### src/rtl/bht_pkg.sv
// bht_pkg
//   Shared types and helpers for the branch history table port scheduler.
//   sched_state_t : scheduler states (init sweep plus update read-modify-write)
//   ctr_t         : 2-bit saturating branch counter
//   ctr_sat()     : one saturating counter step toward the resolved direction
package bht_pkg;

    typedef enum logic [2:0] {
        SCHED_INIT = 3'd0,
        SCHED_IDLE = 3'd1,
        SCHED_RD   = 3'd2,
        SCHED_CAP  = 3'd3,
        SCHED_WR   = 3'd4
    } sched_state_t;

    typedef logic [1:0] ctr_t;

    localparam ctr_t CTR_SNT = 2'b00;
    localparam ctr_t CTR_STK = 2'b11;

    // Counters pin at the strong ends instead of wrapping around.
    function automatic ctr_t ctr_sat(input ctr_t ctr, input logic taken);
        ctr_t res;
        if (taken) begin
            res = (ctr == CTR_STK) ? CTR_STK : ctr + 2'd1;
        end else begin
            res = (ctr == CTR_SNT) ? CTR_SNT : ctr - 2'd1;
        end
        return res;
    endfunction

endpackage

### src/rtl/bht_port_sched_if.sv
// bht_port_sched_if
//   Bundles the three channels around the scheduler:
//     predict : pred_req/pred_idx in, pred_ready/pred_valid/pred_taken/pred_ctr out
//     resolve : res_valid/res_idx/res_taken in, res_ready out
//     table   : tbl_en/tbl_we/tbl_addr/tbl_wdata out, tbl_rdata in (registered read)
//     status  : init_done out
//   slave  = scheduler view, master = surrounding fetch/execute/table view.
interface bht_port_sched_if #(
    parameter int IDX_W = 2
);
    import bht_pkg::*;

    logic             pred_req;
    logic [IDX_W-1:0] pred_idx;
    logic             pred_ready;
    logic             pred_valid;
    logic             pred_taken;
    ctr_t             pred_ctr;

    logic             res_valid;
    logic [IDX_W-1:0] res_idx;
    logic             res_taken;
    logic             res_ready;

    logic             tbl_en;
    logic             tbl_we;
    logic [IDX_W-1:0] tbl_addr;
    ctr_t             tbl_wdata;
    ctr_t             tbl_rdata;

    logic             init_done;

    modport slave (
        input  pred_req, pred_idx, res_valid, res_idx, res_taken, tbl_rdata,
        output pred_ready, pred_valid, pred_taken, pred_ctr, res_ready,
               tbl_en, tbl_we, tbl_addr, tbl_wdata, init_done
    );

    modport master (
        output pred_req, pred_idx, res_valid, res_idx, res_taken, tbl_rdata,
        input  pred_ready, pred_valid, pred_taken, pred_ctr, res_ready,
               tbl_en, tbl_we, tbl_addr, tbl_wdata, init_done
    );

endinterface

### src/rtl/bht_upd_fifo.sv
// bht_upd_fifo
//   Small FIFO of resolved branch outcomes {idx, taken} waiting to be applied.
//   Ports: clk, rst (sync, active high), push/push_idx/push_taken,
//          pop, full, empty, head_idx/head_taken (oldest entry).
//   full/empty come straight from the registered occupancy count.
module bht_upd_fifo #(
    parameter int IDX_W = 2,
    parameter int DEPTH = 4
) (
    input  logic             clk,
    input  logic             rst,
    input  logic             push,
    input  logic [IDX_W-1:0] push_idx,
    input  logic             push_taken,
    input  logic             pop,
    output logic             full,
    output logic             empty,
    output logic [IDX_W-1:0] head_idx,
    output logic             head_taken
);

    localparam int PTR_W = $clog2(DEPTH);
    localparam int CNT_W = PTR_W + 1;

    logic [IDX_W:0]   mem_q [DEPTH];
    logic [PTR_W-1:0] wr_ptr_q, wr_ptr_d;
    logic [PTR_W-1:0] rd_ptr_q, rd_ptr_d;
    logic [CNT_W-1:0] count_q, count_d;
    logic             push_ok;
    logic             pop_ok;

    assign full  = (count_q == CNT_W'(DEPTH));
    assign empty = (count_q == '0);
    assign {head_idx, head_taken} = mem_q[rd_ptr_q];

    always_comb begin
        push_ok  = push && !full;
        pop_ok   = pop && !empty;
        wr_ptr_d = wr_ptr_q;
        rd_ptr_d = rd_ptr_q;
        count_d  = count_q;
        // DEPTH is a power of two, so the pointers wrap on their own.
        if (push_ok) begin
            wr_ptr_d = wr_ptr_q + 1'b1;
        end
        if (pop_ok) begin
            rd_ptr_d = rd_ptr_q + 1'b1;
        end
        count_d = count_q + CNT_W'(push_ok) - CNT_W'(pop_ok);
    end

    always_ff @(posedge clk) begin
        if (rst) begin
            wr_ptr_q <= '0;
            rd_ptr_q <= '0;
            count_q  <= '0;
        end else begin
            wr_ptr_q <= wr_ptr_d;
            rd_ptr_q <= rd_ptr_d;
            count_q  <= count_d;
        end
    end

    // Storage is not reset; the pointers alone define which entries are live.
    always_ff @(posedge clk) begin
        if (push_ok) begin
            mem_q[wr_ptr_q] <= {push_idx, push_taken};
        end
    end

endmodule

### src/rtl/bht_port_sched.sv
// bht_port_sched
//   Sole master of the single-port 2-bit branch history table. After reset it
//   sweeps every entry to INIT_CTR, then shares the port between fetch
//   lookups and queued resolved-branch updates (read, capture, write back a
//   saturated counter).
//   Ports: clk, rst (sync, active high), bus (bht_port_sched_if.slave):
//     predict channel, resolve channel, table port, init_done.
module bht_port_sched
    import bht_pkg::*;
#(
    parameter int   IDX_W      = 2,
    parameter int   UPD_DEPTH  = 4,
    parameter int   STARVE_MAX = 8,
    parameter ctr_t INIT_CTR   = 2'b11
) (
    input  logic              clk,
    input  logic              rst,
    bht_port_sched_if.slave   bus
);

    localparam int ENTRIES  = 2 ** IDX_W;
    localparam int STARVE_W = $clog2(STARVE_MAX + 1);

    localparam logic [2:0] ST_INIT = SCHED_INIT;
    localparam logic [2:0] ST_IDLE = SCHED_IDLE;
    localparam logic [2:0] ST_RD   = SCHED_RD;
    localparam logic [2:0] ST_CAP  = SCHED_CAP;
    localparam logic [2:0] ST_WR   = SCHED_WR;

    logic [2:0]          state_q, state_d;
    logic [IDX_W-1:0]    ptr_q, ptr_d;
    logic                init_done_q, init_done_d;
    logic                pred_valid_q, pred_valid_d;
    logic [STARVE_W-1:0] starve_q, starve_d;
    ctr_t                ctr_q, ctr_d;

    logic                fifo_push;
    logic                fifo_pop;
    logic                fifo_full;
    logic                fifo_empty;
    logic [IDX_W-1:0]    head_idx;
    logic                head_taken;

    logic                upd_needs_port;
    logic                starve_force;
    logic                pred_grant;
    logic                upd_grant;

    bht_upd_fifo #(
        .IDX_W (IDX_W),
        .DEPTH (UPD_DEPTH)
    ) u_fifo (
        .clk        (clk),
        .rst        (rst),
        .push       (fifo_push),
        .push_idx   (bus.res_idx),
        .push_taken (bus.res_taken),
        .pop        (fifo_pop),
        .full       (fifo_full),
        .empty      (fifo_empty),
        .head_idx   (head_idx),
        .head_taken (head_taken)
    );

    // Arbitration: predict owns the port unless an update has been denied
    // STARVE_MAX times in a row. Everything is gated by rst so an in-flight
    // access is dropped in the very cycle reset is asserted.
    always_comb begin
        upd_needs_port = (state_q == ST_RD) || (state_q == ST_WR);
        starve_force   = upd_needs_port && (starve_q == STARVE_W'(STARVE_MAX));
        bus.pred_ready = !rst && init_done_q && !starve_force;
        pred_grant     = bus.pred_req && bus.pred_ready;
        upd_grant      = !rst && upd_needs_port && !pred_grant;
        bus.res_ready  = !rst && init_done_q && !fifo_full;
        fifo_push      = bus.res_valid && bus.res_ready;
        fifo_pop       = (state_q == ST_WR) && upd_grant;
    end

    // Table port mux: init sweep, then predict read, then update read/write.
    always_comb begin
        bus.tbl_en    = 1'b0;
        bus.tbl_we    = 1'b0;
        bus.tbl_addr  = '0;
        bus.tbl_wdata = '0;
        if (!rst) begin
            if (state_q == ST_INIT) begin
                bus.tbl_en    = 1'b1;
                bus.tbl_we    = 1'b1;
                bus.tbl_addr  = ptr_q;
                bus.tbl_wdata = INIT_CTR;
            end else if (pred_grant) begin
                bus.tbl_en   = 1'b1;
                bus.tbl_addr = bus.pred_idx;
            end else if (upd_grant) begin
                bus.tbl_en   = 1'b1;
                bus.tbl_addr = head_idx;
                if (state_q == ST_WR) begin
                    bus.tbl_we    = 1'b1;
                    bus.tbl_wdata = ctr_sat(ctr_q, head_taken);
                end
            end
        end
    end

    // The table read data is registered, so both the prediction result and
    // the update capture use tbl_rdata one cycle after their read.
    always_comb begin
        bus.pred_valid = pred_valid_q;
        bus.pred_ctr   = pred_valid_q ? bus.tbl_rdata : CTR_SNT;
        bus.pred_taken = bus.pred_ctr[1];
        bus.init_done  = init_done_q;
    end

    // Sweep / update sequencing. The FIFO head is only popped on the write,
    // so an update to the same index as the next one is always written back
    // before the next one reads.
    always_comb begin
        state_d      = state_q;
        ptr_d        = ptr_q;
        init_done_d  = init_done_q;
        ctr_d        = ctr_q;
        starve_d     = starve_q;
        pred_valid_d = pred_grant;
        case (state_q)
            ST_INIT: begin
                ptr_d = ptr_q + 1'b1;
                if (ptr_q == IDX_W'(ENTRIES - 1)) begin
                    state_d     = ST_IDLE;
                    init_done_d = 1'b1;
                end
            end
            ST_IDLE: begin
                if (!fifo_empty) begin
                    state_d = ST_RD;
                end
            end
            ST_RD: begin
                if (upd_grant) begin
                    state_d = ST_CAP;
                end
            end
            ST_CAP: begin
                ctr_d   = bus.tbl_rdata;
                state_d = ST_WR;
            end
            ST_WR: begin
                if (upd_grant) begin
                    state_d = ST_IDLE;
                end
            end
            default: begin
                state_d = ST_INIT;
            end
        endcase
        if (upd_needs_port) begin
            if (upd_grant) begin
                starve_d = '0;
            end else if (starve_q != STARVE_W'(STARVE_MAX)) begin
                starve_d = starve_q + 1'b1;
            end
        end
    end

    always_ff @(posedge clk) begin
        if (rst) begin
            state_q      <= ST_INIT;
            ptr_q        <= '0;
            init_done_q  <= 1'b0;
            pred_valid_q <= 1'b0;
            starve_q     <= '0;
            ctr_q        <= CTR_SNT;
        end else begin
            state_q      <= state_d;
            ptr_q        <= ptr_d;
            init_done_q  <= init_done_d;
            pred_valid_q <= pred_valid_d;
            starve_q     <= starve_d;
            ctr_q        <= ctr_d;
        end
    end

endmodule

### src/flat_wrapper.sv
// flat-port wrapper written by rule: the top's interface ports become plain ports
module bht_port_sched_flat import bht_pkg::*;
#(
    parameter int   IDX_W      = 2,
    parameter int   UPD_DEPTH  = 4,
    parameter int   STARVE_MAX = 8,
    parameter ctr_t INIT_CTR   = 2'b11
)
  (clk, rst, bus_pred_req, bus_pred_idx, bus_res_valid, bus_res_idx, bus_res_taken, bus_tbl_rdata, bus_pred_ready, bus_pred_valid, bus_pred_taken, bus_pred_ctr, bus_res_ready, bus_tbl_en, bus_tbl_we, bus_tbl_addr, bus_tbl_wdata, bus_init_done);
  bht_port_sched_if #(.IDX_W(IDX_W)) bus_i ();
  input  logic clk;
  input  logic rst;
  input wire logic [$bits(bus_i.pred_req)-1:0] bus_pred_req;
  input wire logic [$bits(bus_i.pred_idx)-1:0] bus_pred_idx;
  input wire logic [$bits(bus_i.res_valid)-1:0] bus_res_valid;
  input wire logic [$bits(bus_i.res_idx)-1:0] bus_res_idx;
  input wire logic [$bits(bus_i.res_taken)-1:0] bus_res_taken;
  input wire logic [$bits(bus_i.tbl_rdata)-1:0] bus_tbl_rdata;
  output wire logic [$bits(bus_i.pred_ready)-1:0] bus_pred_ready;
  output wire logic [$bits(bus_i.pred_valid)-1:0] bus_pred_valid;
  output wire logic [$bits(bus_i.pred_taken)-1:0] bus_pred_taken;
  output wire logic [$bits(bus_i.pred_ctr)-1:0] bus_pred_ctr;
  output wire logic [$bits(bus_i.res_ready)-1:0] bus_res_ready;
  output wire logic [$bits(bus_i.tbl_en)-1:0] bus_tbl_en;
  output wire logic [$bits(bus_i.tbl_we)-1:0] bus_tbl_we;
  output wire logic [$bits(bus_i.tbl_addr)-1:0] bus_tbl_addr;
  output wire logic [$bits(bus_i.tbl_wdata)-1:0] bus_tbl_wdata;
  output wire logic [$bits(bus_i.init_done)-1:0] bus_init_done;
  assign bus_i.pred_req = bus_pred_req;
  assign bus_i.pred_idx = bus_pred_idx;
  assign bus_i.res_valid = bus_res_valid;
  assign bus_i.res_idx = bus_res_idx;
  assign bus_i.res_taken = bus_res_taken;
  assign bus_i.tbl_rdata = bus_tbl_rdata;
  assign bus_pred_ready = bus_i.pred_ready;
  assign bus_pred_valid = bus_i.pred_valid;
  assign bus_pred_taken = bus_i.pred_taken;
  assign bus_pred_ctr = bus_i.pred_ctr;
  assign bus_res_ready = bus_i.res_ready;
  assign bus_tbl_en = bus_i.tbl_en;
  assign bus_tbl_we = bus_i.tbl_we;
  assign bus_tbl_addr = bus_i.tbl_addr;
  assign bus_tbl_wdata = bus_i.tbl_wdata;
  assign bus_init_done = bus_i.init_done;
  bht_port_sched #(.IDX_W(IDX_W), .UPD_DEPTH(UPD_DEPTH), .STARVE_MAX(STARVE_MAX), .INIT_CTR(INIT_CTR)) u_core (.clk(clk), .rst(rst), .bus(bus_i));
endmodule
### config.mk
export PLATFORM = sky130hd
export DESIGN_NAME = bht_port_sched_flat
export DESIGN_NICKNAME = d
export VERILOG_FILES = /design/src/rtl/bht_pkg.sv /design/src/rtl/bht_port_sched_if.sv /design/src/rtl/bht_upd_fifo.sv /design/src/rtl/bht_port_sched.sv /design/src/flat_wrapper.sv
export SDC_FILE = /design/constraint.sdc
export NUM_CORES = 1
export LEC_CHECK = 0
export ABC_AREA = 1
export BUFFER_PORTS_ARGS = -buffer_cell sky130_fd_sc_hd__buf_2
export CAP_MARGIN = 20
export CORE_ASPECT_RATIO = 1.25
export CORE_MARGIN = 5
export CORE_UTILIZATION = 56
export DETAILED_ROUTE_END_ITERATION = 6
export PLACE_DENSITY = 0.9
export REMOVE_ABC_BUFFERS = 1
export SLEW_MARGIN = 20
export SYNTH_ARGS = -nofsm -noshare
export SYNTH_HDL_FRONTEND = slang
export SYNTH_SLANG_ARGS = --single-unit
### constraint.sdc
create_clock -name clk -period 3.1 [get_ports clk]
set_input_delay 0.155 -clock clk [delete_from_list [all_inputs] [get_ports clk]]
set_output_delay 0.155 -clock clk [all_outputs]
set_load 0.01 [all_outputs]
==> out/metrics.cfg, run 1 <==
[timing]
finalCritPeriodShare = 0.856
setup_ws_ns = 0.447
tightest_slew_ns = 0.431
skew_ns = 0.00974
finalSetupViolations = 0
maxSlewHeadroom = 0.712
max_freq_ghz = 0.377
hold_ws_ns = 0.0333
finalMaxSlewViolations = 0
rsz0062_at_grt = false
min_period_ns = 2.65
finalHoldViolations = 0
fin_setup_tns_ns = 0

[global_routing]
grt_pass1_wl_mm = 5.52
grt_max_degree = 15
gr-total-overflow = 0
grt_pass1_vias = 1389
track_usage = 0.165
antenna_found_initial = 0

[worst_setup_path]
cp.arrival_ns = 2.89
path_max_fanout = 6
rrSetupSlack_ns = 0.45
cp.required_ns = 3.34
startpoint_type = register
slowest_stage = dfxtp_1
crit_top_cell = inv_1
worstSetupEndpointType = register
cp_top_family = adder cells
r2r_cells = 18
worstPathCellList = inv_1 -> ha_1 -> nand2_1 -> nor2_1 -> nand2_2 -> nand3_4 -> nand2_4 -> nor2_4 -> nand2_2 -> inv_1 -> ha_1 -> inv_1 -> ha_1 -> inv_1 -> fa_1 -> xor2_1 -> o21ai_0 -> a21oi_1
max_stage_delay_ns = 0.41
r2r-end = u_core.u_fifo.count_q[2]$_SDFF_PP0_
critPathKind = register to register
r2r_start = u_core.starve_q[0]$_SDFFE_PP0P_
critPathBufInv = 4

[place]
dpl_worst_slack_ns = 0.466
numPortBuffers = 23
gp_congestion = 0.876
postPlaceCellArea_um2 = 1910
hpwl_mm = 2.50

[layout]
layout-drive-gt1-share = 0.208
design_area_um2 = 1980
num-fill-cells = 257
area_growth_syn_to_layout_pct = 11.8
diodes = 0
nets = 256

[power_and_ir_drop]
total_power_mw = 1.22
p_leak_nw = 0.883
peakVddDrop_uv = 400
power_density_nw_per_um2 = 615

[hold_path]
hp-class = input port to register
hold_end = u_core.u_fifo.mem_q[3][0]$_DFFE_PP_
hold_start = bus_res_taken
hold_depth = 1

[routing]
finalWirelength_mm = 3.10
ant_nets = 0
wl_per_cell_um = 11.4
dr.pass1.iters = 5
routed_via_density = 5.11
dr.first_iter.drc_count = 48
vias = 1390
drc = 0

[synth]
synth_top_area_cell = dfxtp_1
ys_seq_elements = 34
synth_async_sr_flop_share = 0
synthTopCellsByArea = dfxtp_1 (25%), edfxtp_1 (20%), inv_1 (7.4%)
synth_top_area_share = 0.248
synth_edf_count = 12
synth_area_um2 = 1770
synth.distinct_cells = 34
syn_inst = 208
yosysWarnings = 0
synthFlopType = dfxtp_1
synth_sequential_area_ratio = 0.451
avgSynthCellArea_um2 = 8.53

[floorplanning]
initial_core_util = 0.591
die_area_um2 = 4400
rows = 22
io_pins = 24
core-area_um2 = 3000
die-width_um = 60.3
die_h_um = 72.9

[clock_network]
clk_pin_slew_ns = 0.11
hold_buffers = 0
cts-root-buf = clkbuf_4
cts-buffers-inserted = 5
postCtsSetupRepairBufs = 0
cts-resized-gates = 0
clock_sinks = 34
clk_path_buf_depth = 2
cts_tree = built
clk_latency_ns = 0.34
h-tree-depth = 2

[job]
maxCapViolations = 0

[outcome]
outcome = complete, no violations

report_power, final:
part	switching [mW]	internal, mW	leakage, nW
clock	0.150	0.170	0.0385
sequential	0.0374	0.500	0.286
combinational	0.226	0.138	0.558
total	0.413	0.808	0.883
cells in the mapped netlist, types with 2 or more instances:
cell	n
xor2_1	2
nor2_4	2
edfxtp_1	12
o21ai_0	13
buf_4	2
a21oi_1	13
nor2_1	33
a31oi_1	3
inv_1	35
nand3b_1	2
nand2_2	5
nand3_1	7
nor3_1	3
ha_1	9
dfxtp_1	22
nand2_1	24
nand2_4	3
o21ai_2	2
layout make-up:
class,count,area (um^2),area share
Clock buffer,6,41.3,0.0208
Multi-Input combinational cell,135,810,0.408
Timing Repair Buffer,23,115,0.0580
Tap cell,36,45.0,0.0227
Inverter,36,135,0.0681
Sequential cell,34,801,0.404
Clock inverter,2,37.5,0.0189
how the worst max path moves through the flow:
stage                                    startpoint                                  end  depth (start not counted)
floorplan           u_core.starve_q[0]$_SDFFE_PP0P_  u_core.u_fifo.count_q[2]$_SDFF_PP0_                         18
global placement    u_core.starve_q[0]$_SDFFE_PP0P_  u_core.u_fifo.count_q[2]$_SDFF_PP0_                         18
detailed placement  u_core.starve_q[0]$_SDFFE_PP0P_  u_core.u_fifo.count_q[2]$_SDFF_PP0_                         18
CTS                 u_core.starve_q[0]$_SDFFE_PP0P_  u_core.u_fifo.count_q[2]$_SDFF_PP0_                         18
global route        u_core.starve_q[0]$_SDFFE_PP0P_  u_core.u_fifo.count_q[2]$_SDFF_PP0_                         18
finish              u_core.starve_q[0]$_SDFFE_PP0P_  u_core.u_fifo.count_q[2]$_SDFF_PP0_                         18
cell usage in the layout, fill, tap and decap left out, drive strengths merged:
| cell | Yosys | routed |
|---|---|---|
| and2 | 1 | 1 |
| nand3 | 9 | 9 |
| o21bai | 1 | 1 |
| buf | 2 | 23 |
| nand3b | 2 | 2 |
| clkinvlp | 0 | 1 |
| edfxtp | 12 | 12 |
| nand2 | 32 | 32 |
| nand4 | 1 | 1 |
| dfxtp | 22 | 22 |
| or2 | 1 | 1 |
| fa | 1 | 1 |
| bufinv | 0 | 1 |
| xor2 | 2 | 2 |
| xnor2 | 1 | 1 |
| clkbuf | 1 | 6 |
| nor3 | 3 | 3 |
| a21oi | 14 | 14 |
| inv | 36 | 36 |
| o21a | 1 | 1 |
| a31oi | 3 | 3 |
| o21ai | 15 | 15 |
| nor2 | 37 | 37 |
| a211oi | 1 | 1 |
| nor4 | 1 | 1 |
| ha | 9 | 9 |
logic make-up after synthesis:
family,count (synthesis),synth area share
DFF,34,0.451
xor gates and xnor gates,3,0.0148
AOI/OAI and AO/OA,35,0.116
adders and majority gates,10,0.0748
and+or+nand+nor,87,0.251
buffers and inverters,39,0.0924
state kept, by name (all words and copies together) (netlist names), named ones only:
register,cells
u_core.u_fifo.count_q,3
u_core.u_fifo.rd_ptr_q,2
u_core.ctr_q,2
u_core.u_fifo.mem_q,12
u_core.state_q,3
u_core.bus.pred_valid,1
u_core.bus.init_done,1
u_core.u_fifo.wr_ptr_q,2
u_core.ptr_q,2
u_core.starve_q,4
metal layers:
layer  vias up  routed length, um  part of all wire  global-route usage
li1        719                  -                 -                   -
met1       628               1160              0.37               0.164
met2        32               1690              0.54               0.305
met3        11                166             0.054              0.0478
met4         0                 89             0.029              0.0739
met5         -                  0                 0                   0
per-stage QoR:
step	util	cells
floorplan	-	205
finish	0.661	272
CTS	0.661	272
global route	0.661	272
detailed placement	0.635	264
global placement	0.635	264
Note: power is estimated with default switching activity, not from simulation.
==> run 2: changes to the inputs <==
--- a/config.mk
+++ b/config.mk
@@ -12,6 +12,7 @@
 export CORE_MARGIN = 5
 export CORE_UTILIZATION = 56
 export DETAILED_ROUTE_END_ITERATION = 6
+export HOLD_SLACK_MARGIN = 0.1
 export PLACE_DENSITY = 0.9
 export REMOVE_ABC_BUFFERS = 1
 export SLEW_MARGIN = 20
==> constraint.sdc (replaced) <==
create_clock -name clk -period 2.8 [get_ports clk]
set_input_delay 0.14 -clock clk [delete_from_list [all_inputs] [get_ports clk]]
set_output_delay 0.14 -clock clk [all_outputs]
set_load 0.01 [all_outputs]
==> out/metrics.cfg, run 2 (same netlist as run 1, synthesis figures left out) <==
[power_and_ir_drop]
power_density_nw_per_um2 = 633  ; +2.9%
peakVddDrop_uv = 486  ; +21%
total_power_mw = 1.29  ; +5.7%
p_leak_nw = 0.901  ; +2.1%

[worst_setup_path]
worstPathCellList = inv_1 -> ha_1 -> nand2_1 -> nor2_2 -> nand2_2 -> nand3_4 -> nand2_4 -> nor2_4 -> nand2_2 -> inv_1 -> ha_1 -> inv_1 -> ha_1 -> inv_1 -> fa_2 -> xor2_2 -> o21ai_1 -> a21oi_1
r2r_start = u_core.starve_q[0]$_SDFFE_PP0P_
r2r_cells = 18  ; unchanged
rrSetupSlack_ns = 0.20  ; -0.25 ns
r2r-end = u_core.u_fifo.count_q[2]$_SDFF_PP0_
cp.arrival_ns = 2.85  ; -0.04 ns
worstSetupEndpointType = register
startpoint_type = register
critPathCapture = u_core.u_fifo.count_q[2]$_SDFF_PP0_
cp.required_ns = 3.05  ; -0.29 ns
path_max_fanout = 6  ; unchanged
critPathKind = register to register
startpoint = u_core.starve_q[0]$_SDFFE_PP0P_
slowest_stage = dfxtp_2
max_stage_delay_ns = 0.37  ; -0.04 ns
crit_top_cell = inv_1

[global_routing]
gr-total-overflow = 0  ; unchanged
track_usage = 0.199  ; +0.0335
grt_pass1_wl_mm = 6.27  ; +13%
grt_max_degree = 15  ; unchanged
antenna_found_initial = 0  ; unchanged
grt_pass1_vias = 1461  ; +5.2%

[outcome]
outcome = complete, no violations

[timing]
maxSlewHeadroom = 0.680  ; -0.0324
tightest_slew_ns = 0.480  ; +0.0485 ns
setup_ws_ns = 0.196  ; -0.251 ns
rsz0062_at_grt = false
hold_ws_ns = 0.149  ; +0.116 ns
finalCritPeriodShare = 0.930  ; +0.0744
max_freq_ghz = 0.384  ; +1.9%
fin_setup_tns_ns = 0  ; unchanged
finalHoldViolations = 0  ; unchanged
skew_ns = 0.00763  ; -0.00211 ns
min_period_ns = 2.60  ; -0.0485 ns
finalMaxSlewViolations = 0  ; unchanged
finalSetupViolations = 0  ; unchanged

[layout]
nets = 262  ; +2.3%
area_growth_syn_to_layout_pct = 15.0
layout-drive-gt1-share = 0.240  ; +0.0320
final_common_cell = inv_1
top_register = u_core.u_fifo.mem_q
largest_reg_flops = 12  ; unchanged
final_cell_mix = inv_1 (35), nor2_1 (32), nand2_1 (24)
num-fill-cells = 253  ; -1.6%
reg.largest.list = u_core.u_fifo.mem_q x12, u_core.starve_q x4
diodes = 0  ; unchanged

[place]
gp_congestion = 0.872  ; -0.45%
numPortBuffers = 23  ; unchanged
hpwl_mm = 2.74  ; +9.3%
dpl_worst_slack_ns = 0.134  ; -0.333 ns

[floorplanning]
die-width_um = 60.3  ; unchanged
core-area_um2 = 3000  ; unchanged
rows = 22  ; unchanged
initial_core_util = 0.591  ; unchanged
die_h_um = 72.9  ; unchanged
io_pins = 24  ; unchanged
die_area_um2 = 4400  ; unchanged

[routing]
wl_per_cell_um = 13.3  ; +17%
dr.first_iter.drc_count = 42  ; -13%
ant_nets = 0  ; unchanged
routed_via_density = 5.14  ; +0.52%
vias = 1428  ; +2.7%
drc = 0  ; unchanged
finalWirelength_mm = 3.71  ; +20%
dr.pass1.iters = 5  ; unchanged

[clock_network]
cts_tree = built
h-tree-depth = 2  ; unchanged
cts-buffers-inserted = 5  ; unchanged
postCtsSetupRepairBufs = 0  ; unchanged
clk_path_buf_depth = 2  ; unchanged
clk_pin_slew_ns = 0.11  ; about the same
clock_sinks = 34  ; unchanged
cts-root-buf = clkbuf_4
clk_latency_ns = 0.35  ; about the same

[hold_path]
hp-class = input port to register

[job]
maxCapViolations = 0  ; unchanged

## run 2: power breakdown
group	switching (mW)	internal [mW]	leakage (nW)	total, mW
sequential	0.0441	0.558	0.288	0.602
clock	0.177	0.0974	0.0312	0.275
combinational	0.255	0.160	0.582	0.415
total	0.477	0.814	0.901	1.29
## run 2: worst min path at each step
| stage | from | end | slack, ns | depth (start not counted) |
|---|---|---|---|---|
| 2_1_floorplan | rst | u_core.u_fifo.count_q[1]$_SDFF_PP0_ | 0.21 | 1 |
| 3_3_place_gp | bus_res_taken | u_core.u_fifo.mem_q[0][0]$_DFFE_PP_ | 0.35 | 1 |
| 3_5_place_dp | bus_res_idx[0] | u_core.u_fifo.mem_q[0][1]$_DFFE_PP_ | 0.36 | 1 |
| 4_1_cts | bus_tbl_rdata[1] | u_core.ctr_q[1]$_SDFFE_PP0P_ | 0.10 | 3 |
| 5_1_grt | bus_pred_req | u_core.bus.pred_valid$_SDFF_PP0_ | 0.13 | 3 |
| 6_report | bus_pred_req | u_core.bus.pred_valid$_SDFF_PP0_ | 0.15 | 3 |
## run 2: metal layers
metal | GRT usage | wire length [um] | up-vias
met3 | 0.0743 | 166 | 14
met1 | 0.185 | 1300 | 654
li1 | - | - | 730
met4 | 0.126 | 177 | 0
met2 | 0.351 | 2060 | 30
met5 | 0 | 0 | -
## run 2: through the flow
| stage | cell area, um^2 | std cells | util |
|---|---|---|---|
| 3_5_place_dp | 1910 | 265 | 0.638 |
| 4_1_cts | 2010 | 277 | 0.671 |
| 5_1_grt | 2040 | 278 | 0.680 |
| 3_3_place_gp | 1910 | 265 | 0.638 |
| 6_report | 2040 | 278 | 0.680 |
| 2_1_floorplan | 1750 | 205 | - |
## run 2: critical path, delay by kind of cell, from the launching register on
kind                       cells  cell delay (ns)
DFF                            1             0.37
and+or+nand+nor                7             0.60
xor gates and xnor gates       1             0.16
AOI/OAI and AO/OA              2             0.19
buffers and inverters          4             0.23
adders and majority gates      4             0.95
## run 2: area by class of cell
type                       instances  area (um^2)  share of cell area
tap                               36         45.0              0.0221
inverter                          36          135              0.0663
timing repair buffer              29          173              0.0847
clock inverter                     3         21.3              0.0104
clock buffer                       5         37.5              0.0184
multi-input combinational        135          822               0.403
sequential                        34          806               0.395
## run 2: what timing repair did
action                                 in CTS  in global routing
endpoints found under the hold margin      13                  1
gates resized for setup                     0                  8
setup endpoints to repair                   0                  1
hold buffers                                4                  1
==> run 3: changes to the inputs <==
--- a/config.mk
+++ b/config.mk
@@ -9,7 +9,7 @@
 export BUFFER_PORTS_ARGS = -buffer_cell sky130_fd_sc_hd__buf_2
 export CAP_MARGIN = 20
 export CORE_ASPECT_RATIO = 1.25
-export CORE_MARGIN = 5
+export CORE_MARGIN = 2
 export CORE_UTILIZATION = 56
 export DETAILED_ROUTE_END_ITERATION = 6
 export HOLD_SLACK_MARGIN = 0.1
==> out/metrics.cfg, run 3 (same netlist as run 1, synthesis figures left out) <==
[global_routing]
grt_pass1_wl_mm = 5.50  ; -12%
gr-total-overflow = 0  ; unchanged
grt_max_degree = 15  ; unchanged
grt_pass1_vias = 1360  ; -6.9%
track_usage = 0.214  ; +0.0159
antenna_found_initial = 0  ; unchanged

[outcome]
outcome = complete, no violations

[clock_network]
clk_latency_ns = 0.34  ; about the same
h-tree-depth = 2  ; unchanged
cts-buffers-inserted = 5  ; unchanged
cts_tree = built
clk_path_buf_depth = 2  ; unchanged
clk_pin_slew_ns = 0.11  ; about the same
clock_sinks = 34  ; unchanged
cts-root-buf = clkbuf_4

[timing]
finalSetupViolations = 0  ; unchanged
max_freq_ghz = 0.382  ; -0.51%
fin_setup_tns_ns = 0  ; unchanged
finalMaxSlewViolations = 0  ; unchanged
skew_ns = 0.00812  ; +0.000493 ns
finalHoldViolations = 0  ; unchanged
maxSlewHeadroom = 0.697  ; +0.0171
finalCritPeriodShare = 0.935  ; +0.00477
setup_ws_ns = 0.182  ; -0.0134 ns
min_period_ns = 2.62  ; +0.0134 ns
tightest_slew_ns = 0.454  ; -0.0257 ns

[floorplanning]
io_pins = 24  ; unchanged
die_h_um = 66.9  ; -8.2%
initial_core_util = 0.597  ; +0.00548
rows = 22  ; unchanged
core-area_um2 = 2970  ; -0.92%
die-width_um = 54.3  ; -9.9%
die_area_um2 = 3640  ; -17%

[worst_setup_path]
cp.arrival_ns = 2.85  ; about the same
r2r-end = u_core.u_fifo.count_q[2]$_SDFF_PP0_
r2r_start = u_core.starve_q[0]$_SDFFE_PP0P_
critPathKind = register to register
cp.required_ns = 3.03  ; -0.02 ns
r2r_cells = 18  ; unchanged
rrSetupSlack_ns = 0.18  ; about the same
startpoint_type = register
path_max_fanout = 6  ; unchanged
worstSetupEndpointType = register

[routing]
finalWirelength_mm = 3.34  ; -9.9%
ant_nets = 0  ; unchanged
dr.first_iter.drc_count = 35  ; -17%
vias = 1435  ; +0.49%
drc = 0  ; unchanged
dr.pass1.iters = 4  ; -1
routed_via_density = 5.16  ; +0.49%
wl_per_cell_um = 12.0  ; -9.9%

[place]
dpl_worst_slack_ns = 0.125  ; -0.00928 ns
numPortBuffers = 23  ; unchanged
hpwl_mm = 2.55  ; -6.8%
gp_congestion = 0.863  ; -0.96%

[layout]
layout-drive-gt1-share = 0.231  ; -0.00826
multi_input_area_um2 = 822  ; unchanged
nets = 262  ; unchanged
final_common_cell = inv_1
reg.largest.list = u_core.u_fifo.mem_q x12, u_core.starve_q x4
final_cell_mix = inv_1 (35), nor2_1 (32), nand2_1 (24)
num-fill-cells = 241  ; -4.7%
diodes = 0  ; unchanged
area_growth_syn_to_layout_pct = 16.3
regArea_um2 = 806  ; unchanged
largest_reg_flops = 12  ; unchanged
top_register = u_core.u_fifo.mem_q

[power_and_ir_drop]
p_leak_nw = 0.906  ; +0.54%
peakVddDrop_uv = 540  ; +11%
power_density_nw_per_um2 = 670  ; +5.9%
total_power_mw = 1.38  ; +7.1%

[hold_path]
hold_depth = 2  ; -1
hold_start = rst
hold_end = u_core.u_fifo.count_q[1]$_SDFF_PP0_
hp-class = input port to register

[job]
maxCapViolations = 0  ; unchanged

[run 3: cell count changes in the layout (fill, tap and decap cells not counted)]
cell	previous run	this run
clkinvlp_4	1	2
clkinv_4	1	0
dfxtp_4	0	1
dfxtp_2	4	1
bufinv_16	0	1
dfxtp_1	18	20
clkinv_2	1	0
[run 3: layout make-up]
type / count / share of cell area
multi-input combinational: 135 / 0.398
sequential: 34 / 0.391
timing repair buffer: 29 / 0.0837
inverter: 36 / 0.0655
clock inverter: 3 / 0.0218
tap: 36 / 0.0218
clock buffer: 5 / 0.0182
[run 3: power by group]
group          switching, mW  internal [mW]
clock                  0.173          0.187
sequential            0.0434          0.559
combinational          0.260          0.160
total                  0.477          0.906
[run 3: what timing repair did]
| action | in CTS | in global routing |
|---|---|---|
| hold buffers | 5 | 0 |
| endpoints found under the setup margin | 0 | 1 |
| gates resized for setup | 0 | 7 |
| setup buffers | 0 | 1 |
| endpoints found under the hold margin | 14 | 0 |
[run 3: critical path: stages, from the launching register on]
cell and delay (ns):
dfxtp_4 0.37, inv_1 0.06, ha_1 0.15, nand2_1 0.10, nor2_2 0.17, nand2_2 0.10, nand3_4 0.10, nand2_4 0.08
nor2_4 0.11, nand2_2 0.07, inv_1 0.06, ha_1 0.21, inv_1 0.06, ha_1 0.13, inv_1 0.05, fa_2 0.36
xor2_2 0.16, o21ai_1 0.12, a21oi_1 0.05
[run 3: per-layer routing]
layer	part of all wire	GRT usage
met5	0	0
met4	0.020	0.0906
met3	0.042	0.0605
met2	0.53	0.390
met1	0.41	0.219
[run 3: worst max path at each step]
stage                                           to  slack [ns]  cells after the start                            start
6_report       u_core.u_fifo.count_q[2]$_SDFF_PP0_        0.18                     18  u_core.starve_q[0]$_SDFFE_PP0P_
5_1_grt        u_core.u_fifo.count_q[2]$_SDFF_PP0_       -0.06                     18  u_core.starve_q[0]$_SDFFE_PP0P_
4_1_cts        u_core.u_fifo.count_q[2]$_SDFF_PP0_        0.11                     18  u_core.starve_q[0]$_SDFFE_PP0P_
3_5_place_dp   u_core.u_fifo.count_q[2]$_SDFF_PP0_        0.12                     18  u_core.starve_q[0]$_SDFFE_PP0P_
3_3_place_gp   u_core.u_fifo.count_q[2]$_SDFF_PP0_        0.25                     18  u_core.starve_q[0]$_SDFFE_PP0P_
2_1_floorplan  u_core.u_fifo.count_q[2]$_SDFF_PP0_        0.33                     18  u_core.starve_q[0]$_SDFFE_PP0P_
[run 3: per-stage QoR]
| stage | utilization | hold slack, ns | cells | instance area (um^2) |
|---|---|---|---|---|
| floorplan | - | 0.207 | 205 | 1750 |
| global placement | 0.641 | 0.359 | 264 | 1910 |
| detailed placement | 0.641 | 0.366 | 264 | 1910 |
| CTS | 0.686 | 0.115 | 277 | 2040 |
| global route | 0.694 | 0.137 | 278 | 2060 |
| finish | 0.694 | 0.126 | 278 | 2060 |
